## config.mk

```make
export PLATFORM = sky130hd
export DESIGN_NAME = fp16_accumulator
export DESIGN_NICKNAME = d
export VERILOG_FILES = /design/src/rtl/fp16_accumulator.sv
export SDC_FILE = /design/constraint.sdc
export NUM_CORES = 1
export LEC_CHECK = 0
export CAP_MARGIN = 10
export CORE_AREA = 2 2 139 141
export DETAILED_ROUTE_END_ITERATION = 8
export DIE_AREA = 0 0 141 143
export HOLD_SLACK_MARGIN = 0.15
export PLACE_DENSITY = 0.78
export RECOVER_POWER = 25
export SYNTH_ARGS = -nofsm -noshare
export SYNTH_HDL_FRONTEND = slang
export SYNTH_SLANG_ARGS = --single-unit
```

## constraint.sdc

```tcl
create_clock -name CLK -period 20.2 [get_ports CLK]
set_input_delay 6.06 -clock CLK [delete_from_list [all_inputs] [get_ports CLK]]
set_output_delay 6.06 -clock CLK [all_outputs]
set_load 0.05 [all_outputs]
```

## src/rtl/fp16_accumulator.sv

```systemverilog
// ---------------------------------------------------------------------------
// fp16_accumulator
//
// Sums a stream of binary16 products into a running fp16 sum using
// round-to-nearest-even. FIRST/LAST flags on each valid beat delimit the
// accumulation groups, and the block emits one result per group. A new
// term can be accepted on every cycle.
//
// Handshake: DVI marks a valid beat. There is no ready signal, so every
// beat with DVI=1 is consumed on the rising edge where it is seen. DVO is
// a one-cycle pulse per completed group. S/S_TYPE/CNT are valid while DVO
// is high and keep their value until the next DVO.
//
// Parameters:
//   EN_OUT_FF  1 adds an output register stage after the result register
//
// Ports:
//   CLK     clock, rising edge
//   RST     synchronous reset, active high
//   DVI     product valid
//   FIRST   first term of a group (qualified by DVI)
//   LAST    last term of a group (qualified by DVI)
//   P_TYPE  one-hot class of P: 5 normal, 4 subnormal, 3 zero, 2 inf,
//           1 qNaN, 0 sNaN
//   P       fp16 product
//   DVO     result valid pulse
//   S_TYPE  one-hot class of S (bit 0 is never set)
//   S       fp16 group sum
//   CNT     number of terms in the group, saturating at 0xFFFF
// ---------------------------------------------------------------------------
module fp16_accumulator #(
    parameter bit EN_OUT_FF = 1'b0
) (
    input  logic        CLK,
    input  logic        RST,
    input  logic        DVI,
    input  logic        FIRST,
    input  logic        LAST,
    input  logic [5:0]  P_TYPE,
    input  logic [15:0] P,
    output logic        DVO,
    output logic [5:0]  S_TYPE,
    output logic [15:0] S,
    output logic [15:0] CNT
);

    localparam logic [15:0] QNAN    = 16'h7E00;
    localparam logic [5:0]  T_NORM  = 6'b100000;
    localparam logic [5:0]  T_SUB   = 6'b010000;
    localparam logic [5:0]  T_ZERO  = 6'b001000;
    localparam logic [5:0]  T_INF   = 6'b000100;
    localparam logic [5:0]  T_QNAN  = 6'b000010;

    // Class of an fp16 encoding; only ever produces the quiet NaN class.
    function automatic logic [5:0] classify(input logic [15:0] v);
        logic [5:0] t;
        if (v[14:10] == 5'h1F)
            t = (v[9:0] != 10'd0) ? T_QNAN : T_INF;
        else if (v[14:10] == 5'h00)
            t = (v[9:0] == 10'd0) ? T_ZERO : T_SUB;
        else
            t = T_NORM;
        return t;
    endfunction

    // Single-cycle fp16 adder with RNE. Operand classes come alongside the
    // encodings so special cases and the hidden bit need no re-decode.
    function automatic logic [15:0] fp16_add(
        input logic [15:0] a,
        input logic [5:0]  a_type,
        input logic [15:0] b,
        input logic [5:0]  b_type
    );
        logic        a_nan, b_nan, a_inf, b_inf;
        logic [4:0]  ex_a, ex_b, ex_big, ex_small, diff;
        logic [10:0] sig_a, sig_b, sig_big, sig_small;
        logic        sign_big;
        logic [27:0] shifted;
        logic [13:0] ext_big, ext_small, norm;
        logic [14:0] sum;
        logic [3:0]  lzc, shamt;
        logic [5:0]  exp_n, exp_f;
        logic        round_up;
        logic [11:0] sig_r;
        logic [9:0]  mant;
        logic [15:0] res;

        a_nan = a_type[1] | a_type[0];
        b_nan = b_type[1] | b_type[0];
        a_inf = a_type[2];
        b_inf = b_type[2];

        // Subnormals and zeros sit at exponent 1 with a clear hidden bit.
        ex_a  = (a_type[4] | a_type[3]) ? 5'd1 : a[14:10];
        ex_b  = (b_type[4] | b_type[3]) ? 5'd1 : b[14:10];
        sig_a = {a_type[5], a[9:0]};
        sig_b = {b_type[5], b[9:0]};

        // Order by magnitude so the subtraction below never goes negative.
        if (a[14:0] >= b[14:0]) begin
            ex_big = ex_a;  sig_big = sig_a;  sign_big = a[15];
            ex_small = ex_b; sig_small = sig_b;
        end else begin
            ex_big = ex_b;  sig_big = sig_b;  sign_big = b[15];
            ex_small = ex_a; sig_small = sig_a;
        end

        // Align with guard/round/sticky in the three low bits.
        diff    = ex_big - ex_small;
        ext_big = {sig_big, 3'b000};
        shifted = 28'd0;
        if (diff >= 5'd14) begin
            ext_small = {13'd0, |sig_small};
        end else begin
            shifted   = {sig_small, 3'b000, 14'd0} >> diff;
            ext_small = {shifted[27:15], shifted[14] | (|shifted[13:0])};
        end

        if (a[15] == b[15])
            sum = {1'b0, ext_big} + {1'b0, ext_small};
        else
            sum = {1'b0, ext_big} - {1'b0, ext_small};

        // Leading zeros counted from the hidden-bit position (bit 13).
        lzc = 4'd14;
        for (int i = 0; i < 14; i++)
            if (sum[i]) lzc = 4'(13 - i);

        // Left shift bounded so the exponent never drops below 1.
        if ({1'b0, lzc} < ex_big)
            shamt = lzc;
        else
            shamt = 4'(ex_big - 5'd1);

        if (sum[14]) begin
            norm  = {sum[14:2], sum[1] | sum[0]};
            exp_n = {1'b0, ex_big} + 6'd1;
        end else begin
            norm  = sum[13:0] << shamt;
            exp_n = {1'b0, ex_big} - {2'b00, shamt};
        end

        round_up = norm[2] & (norm[1] | norm[0] | norm[3]);
        sig_r    = {1'b0, norm[13:3]} + {11'd0, round_up};

        // Rounding carry renormalizes; a clear hidden bit encodes exponent 0.
        if (sig_r[11]) begin
            exp_f = exp_n + 6'd1;
            mant  = sig_r[10:1];
        end else begin
            exp_f = sig_r[10] ? exp_n : 6'd0;
            mant  = sig_r[9:0];
        end

        if (a_nan || b_nan)
            res = QNAN;
        else if (a_inf && b_inf)
            res = (a[15] != b[15]) ? QNAN : a;
        else if (a_inf)
            res = a;
        else if (b_inf)
            res = b;
        else if (sum == 15'd0)
            res = {a[15] & b[15], 15'd0};
        else if (exp_f >= 6'd31)
            res = {sign_big, 5'h1F, 10'd0};
        else
            res = {sign_big, exp_f[4:0], mant};
        return res;
    endfunction

    logic [15:0] r_acc;
    logic [5:0]  r_acc_type;
    logic        r_active;
    logic [15:0] r_cnt;
    logic        r_dvo;
    logic [15:0] r_s;
    logic [5:0]  r_s_type;
    logic [15:0] r_s_cnt;

    logic [15:0] w_p_canon;
    logic [5:0]  w_p_type_canon;
    logic [15:0] w_sum;
    logic        w_start;
    logic [15:0] w_acc_next;
    logic [5:0]  w_acc_next_type;
    logic [15:0] w_cnt_next;

    always_comb begin
        w_p_canon       = (P_TYPE[1] | P_TYPE[0]) ? QNAN : P;
        w_p_type_canon  = (P_TYPE[1] | P_TYPE[0]) ? T_QNAN : P_TYPE;
        w_sum           = fp16_add(r_acc, r_acc_type, w_p_canon, w_p_type_canon);
        // A beat arriving with no open group starts one even without FIRST.
        w_start         = FIRST | ~r_active;
        w_acc_next      = w_start ? w_p_canon : w_sum;
        w_acc_next_type = classify(w_acc_next);
        if (w_start)
            w_cnt_next = 16'd1;
        else
            w_cnt_next = (&r_cnt) ? r_cnt : r_cnt + 16'd1;
    end

    always_ff @(posedge CLK) begin
        if (RST) begin
            r_acc      <= 16'd0;
            r_acc_type <= T_ZERO;
            r_active   <= 1'b0;
            r_cnt      <= 16'd0;
            r_dvo      <= 1'b0;
            r_s        <= 16'd0;
            r_s_type   <= T_ZERO;
            r_s_cnt    <= 16'd0;
        end else begin
            r_dvo <= DVI & LAST;
            if (DVI) begin
                r_acc      <= w_acc_next;
                r_acc_type <= w_acc_next_type;
                r_cnt      <= w_cnt_next;
                r_active   <= ~LAST;
                if (LAST) begin
                    r_s      <= w_acc_next;
                    r_s_type <= w_acc_next_type;
                    r_s_cnt  <= w_cnt_next;
                end
            end
        end
    end

    generate
        if (EN_OUT_FF) begin : g_out_ff
            logic        r_o_dvo;
            logic [15:0] r_o_s;
            logic [5:0]  r_o_s_type;
            logic [15:0] r_o_cnt;

            always_ff @(posedge CLK) begin
                if (RST) begin
                    r_o_dvo    <= 1'b0;
                    r_o_s      <= 16'd0;
                    r_o_s_type <= T_ZERO;
                    r_o_cnt    <= 16'd0;
                end else begin
                    r_o_dvo    <= r_dvo;
                    r_o_s      <= r_s;
                    r_o_s_type <= r_s_type;
                    r_o_cnt    <= r_s_cnt;
                end
            end

            assign DVO    = r_o_dvo;
            assign S      = r_o_s;
            assign S_TYPE = r_o_s_type;
            assign CNT    = r_o_cnt;
        end else begin : g_no_out_ff
            assign DVO    = r_dvo;
            assign S      = r_s;
            assign S_TYPE = r_s_type;
            assign CNT    = r_s_cnt;
        end
    endgenerate

endmodule

```

==> impl_metrics.csv <==
group,metric,value,unit
timing,fin_tns_setup,0,ns
cts,htree_num_levels,3,
timing,fin_ws,0.984,ns
layout,antennaDiodeCount,0,
place,place_congestion,0.995,
synth,synth_cells,1372,
min_path,hp-class,"register to register",
global_routing,grt_pass1_wl,56.2,mm
detailed_routing,drt-pass1-iter-count,5,
timing,finalHoldViolCount,0,
timing,slew_violations,0,
global_routing,overflow,0,
die,ioPinCount,66,
cts,clock_path_buffers,2,
worst_setup_path,critPathLaunchType,"input pin",
place,port_buffers,64,
cts,clkSinkCount,76,
timing,post-route-min-period,19.22,ns
layout,postLayoutCellArea,11400,um2
place,dpl_worst_slack,0.344,ns
die,rows,50,
cts,clk-insertion-delay-late,0.33,ns
layout,drive_above_1_share,0.124,
detailed_routing,ant_nets,0,
layout,fin_nets,1490,
timing,setup_viol,0,
synth,synth-edff-count,0,
detailed_routing,vias,11313,
timing,relSlewSlack,0.151,
die,fp.dieH,143,um
cts,cts_tree,"yes",
detailed_routing,totalWireLength,35.6,mm
worst_setup_path,worst_setup_path_end_kind,"register",
worst_setup_path,slowest_stage,"clkdlybuf4s50_1",
cts,clock-root-buffer,"clkbuf_16",
detailed_routing,drc_errors,0,
timing,fin_skew,0.0100,ns
worst_setup_path,critPathMaxFanout,14,
power_and_ir_drop,p_per_area,77.6,nW/um2
synth,ys_seq_area_frac,0.149,
synth,synth-seq-cells,76,
global_routing,antenna_found_initial,0,
timing,fin_crit_sh,0.951,
timing,fin_hold_ws,0.433,ns
worst_setup_path,slowest_delay,0.69,ns
die,start_util,0.550,
power_and_ir_drop,ir_worst_vdd,0.0503,mV
synth,synth_flop_cell,"dfxtp_1",
power_and_ir_drop,design_power_total,0.000888,W
power_and_ir_drop,p_leak,4.44,nW
cts,hold_buffers,0,
timing,clock.fmax,52.0,MHz
place,dp_hpwl,27.4,mm
timing,worstMarginPinSlew,1.27,ns
layout,area_growth,12.0,%
die,die_area,20200,um2
detailed_routing,drtIter0Drc,1322,
detailed_routing,routedWlPerCell,21.6,um
global_routing,grt_usage,0.344,
global_routing,grt_max_degree,55,
die,core,18600,um2
layout,fillCellCount,1670,
synth,syn_area_per_cell,7.44,um2
synth,synth_cell_type_count,126,
worst_setup_path,crit_type,"input pin to register",
timing,rsz0062_at_grt,"no",
run,max_cap_viol_count,0,
cts,cts_buffers,9,
worst_setup_path,cp.required,20.42,ns
cts,clk_pin_slew,0.06,ns
synth,yosys_warnings,0,
worst_setup_path,arrival,19.43,ns
worst_setup_path,cpMostUsedCell,"a21oi_1",
detailed_routing,viasPerCell,6.87,
synth,syn_area,10200,um2
synth,synth-async-reset-ratio,0,
synth,syn-num-nets,1454,
place,placed_area,11000,um2
die,die_w,141,um
global_routing,grt_pass1_vias,10421,
run_status,status,"completed",
## synthesized netlist by cell type, drive strengths merged (8+ instances only)
cell	n	area, um2
a211oi	44	360
a21boi	8	67.6
a21o	15	113
a21oi	88	452
a22o	22	193
a22oi	11	82.6
a31oi	24	178
and2	16	100
and3	15	98.8
buf	33	250
clkbuf	44	165
dfxtp	76	1520
ha	53	663
inv	53	199
mux2	16	180
mux2i	50	504
nand2	140	526
nand2b	18	120
nand3	49	273
nand4	15	109
nor2	136	513
nor2b	16	100
nor3	40	244
nor4	20	171
o211ai	18	145
o21a	11	82.6
o21ai	90	454
o21bai	9	67.6
o22ai	17	113
o31ai	14	138
or2	15	93.8
or3	16	110
xnor2	32	295
xor2	12	113
## placed cells by master, fill, tap and decap left out, drive strengths merged, types with 22 or more instances in the layout
| cell type | n |
|---|---|
| ha | 53 |
| nor3 | 40 |
| clkdlybuf4s50 | 48 |
| nand3 | 49 |
| nand2 | 140 |
| mux2i | 50 |
| a21oi | 88 |
| o21ai | 90 |
| dfxtp | 76 |
| xnor2 | 32 |
| nor2 | 136 |
| a22o | 22 |
| a31oi | 24 |
| buf | 39 |
| a211oi | 44 |
| inv | 55 |
## stage by stage
step	std cells	utilization
2_1_floorplan	1372	-
3_3_place_gp	1626	0.591
3_5_place_dp	1626	0.591
4_1_cts	1642	0.607
5_1_grt	1647	0.616
6_report	1647	0.616
## layer usage
layer	GRT usage	wire (um)	vias up
met5	0	0	-
met4	0.103	1240	0
met3	0.0550	2920	115
li1	-	-	5265
met2	0.564	16100	608
met1	0.468	15300	5325
## area by class of cell
| class | instances | area (um2) | share of cell area |
|---|---|---|---|
| timing repair buffer | 103 | 937 | 0.0819 |
| clock buffer | 10 | 229 | 0.0200 |
| multi-input combinational | 1163 | 8170 | 0.714 |
| sequential | 76 | 1520 | 0.133 |
| clock inverter | 6 | 72.6 | 0.00634 |
| tap | 234 | 293 | 0.0256 |
| inverter | 55 | 214 | 0.0187 |
## critical path, delay by kind of cell
family / cells / cell delay, ns
buffers and inverters: 4 / 1.18
AND/OR/NAND/NOR: 17 / 3.89
adder cells (fa/ha/maj): 5 / 1.51
AO/OA/AOI/OAI: 29 / 6.50
XOR/XNOR: 1 / 0.27
## final timing paths
kind | slack (ns) | from | to | depth (start not counted)
setup reg to reg | 6.70 | r_acc[0]$_SDFFE_PP0P_ | r_acc_type[3]$_SDFFE_PP1P_ | 56
hold / removal | 0.43 | CNT[0]$_SDFFE_PP0P_ | CNT[0]$_SDFFE_PP0P_ | 2
hold reg to reg | 0.43 | CNT[0]$_SDFFE_PP0P_ | CNT[0]$_SDFFE_PP0P_ | 2
setup / recovery | 0.98 | P[1] | r_acc_type[3]$_SDFFE_PP1P_ | 56
## power breakdown
part	leakage (nW)	switching (W)	internal, W	total [W]
clock	0.144	0.0000667	0.0000971	0.000164
sequential	0.619	0.00000866	0.000155	0.000164
combinational	3.68	0.000362	0.000198	0.000560
total	4.44	0.000438	0.000451	0.000888
## logic make-up after synthesis
kind of cell               synth area share
adders and majority gates            0.0689
muxes                                0.0714
other                              0.000367
xor gates and xnor gates             0.0399
and+or+nand+nor                       0.274
DFF                                   0.149
AOI/OAI and AO/OA                     0.334
buffers and inverters                0.0622
## registers in the layout (all words and copies together) (netlist names)
register,flops
CNT,16
S,16
r_acc,16
r_cnt,16
S_TYPE,5
r_acc_type,5
DVO,1
r_active,1
## repair_timing
item	in CTS	in global routing
resized for setup	0	27
setup endpoints to repair	0	20
buffers inserted	0	5
No activity file was read; power rests on OpenSTA's default activity.
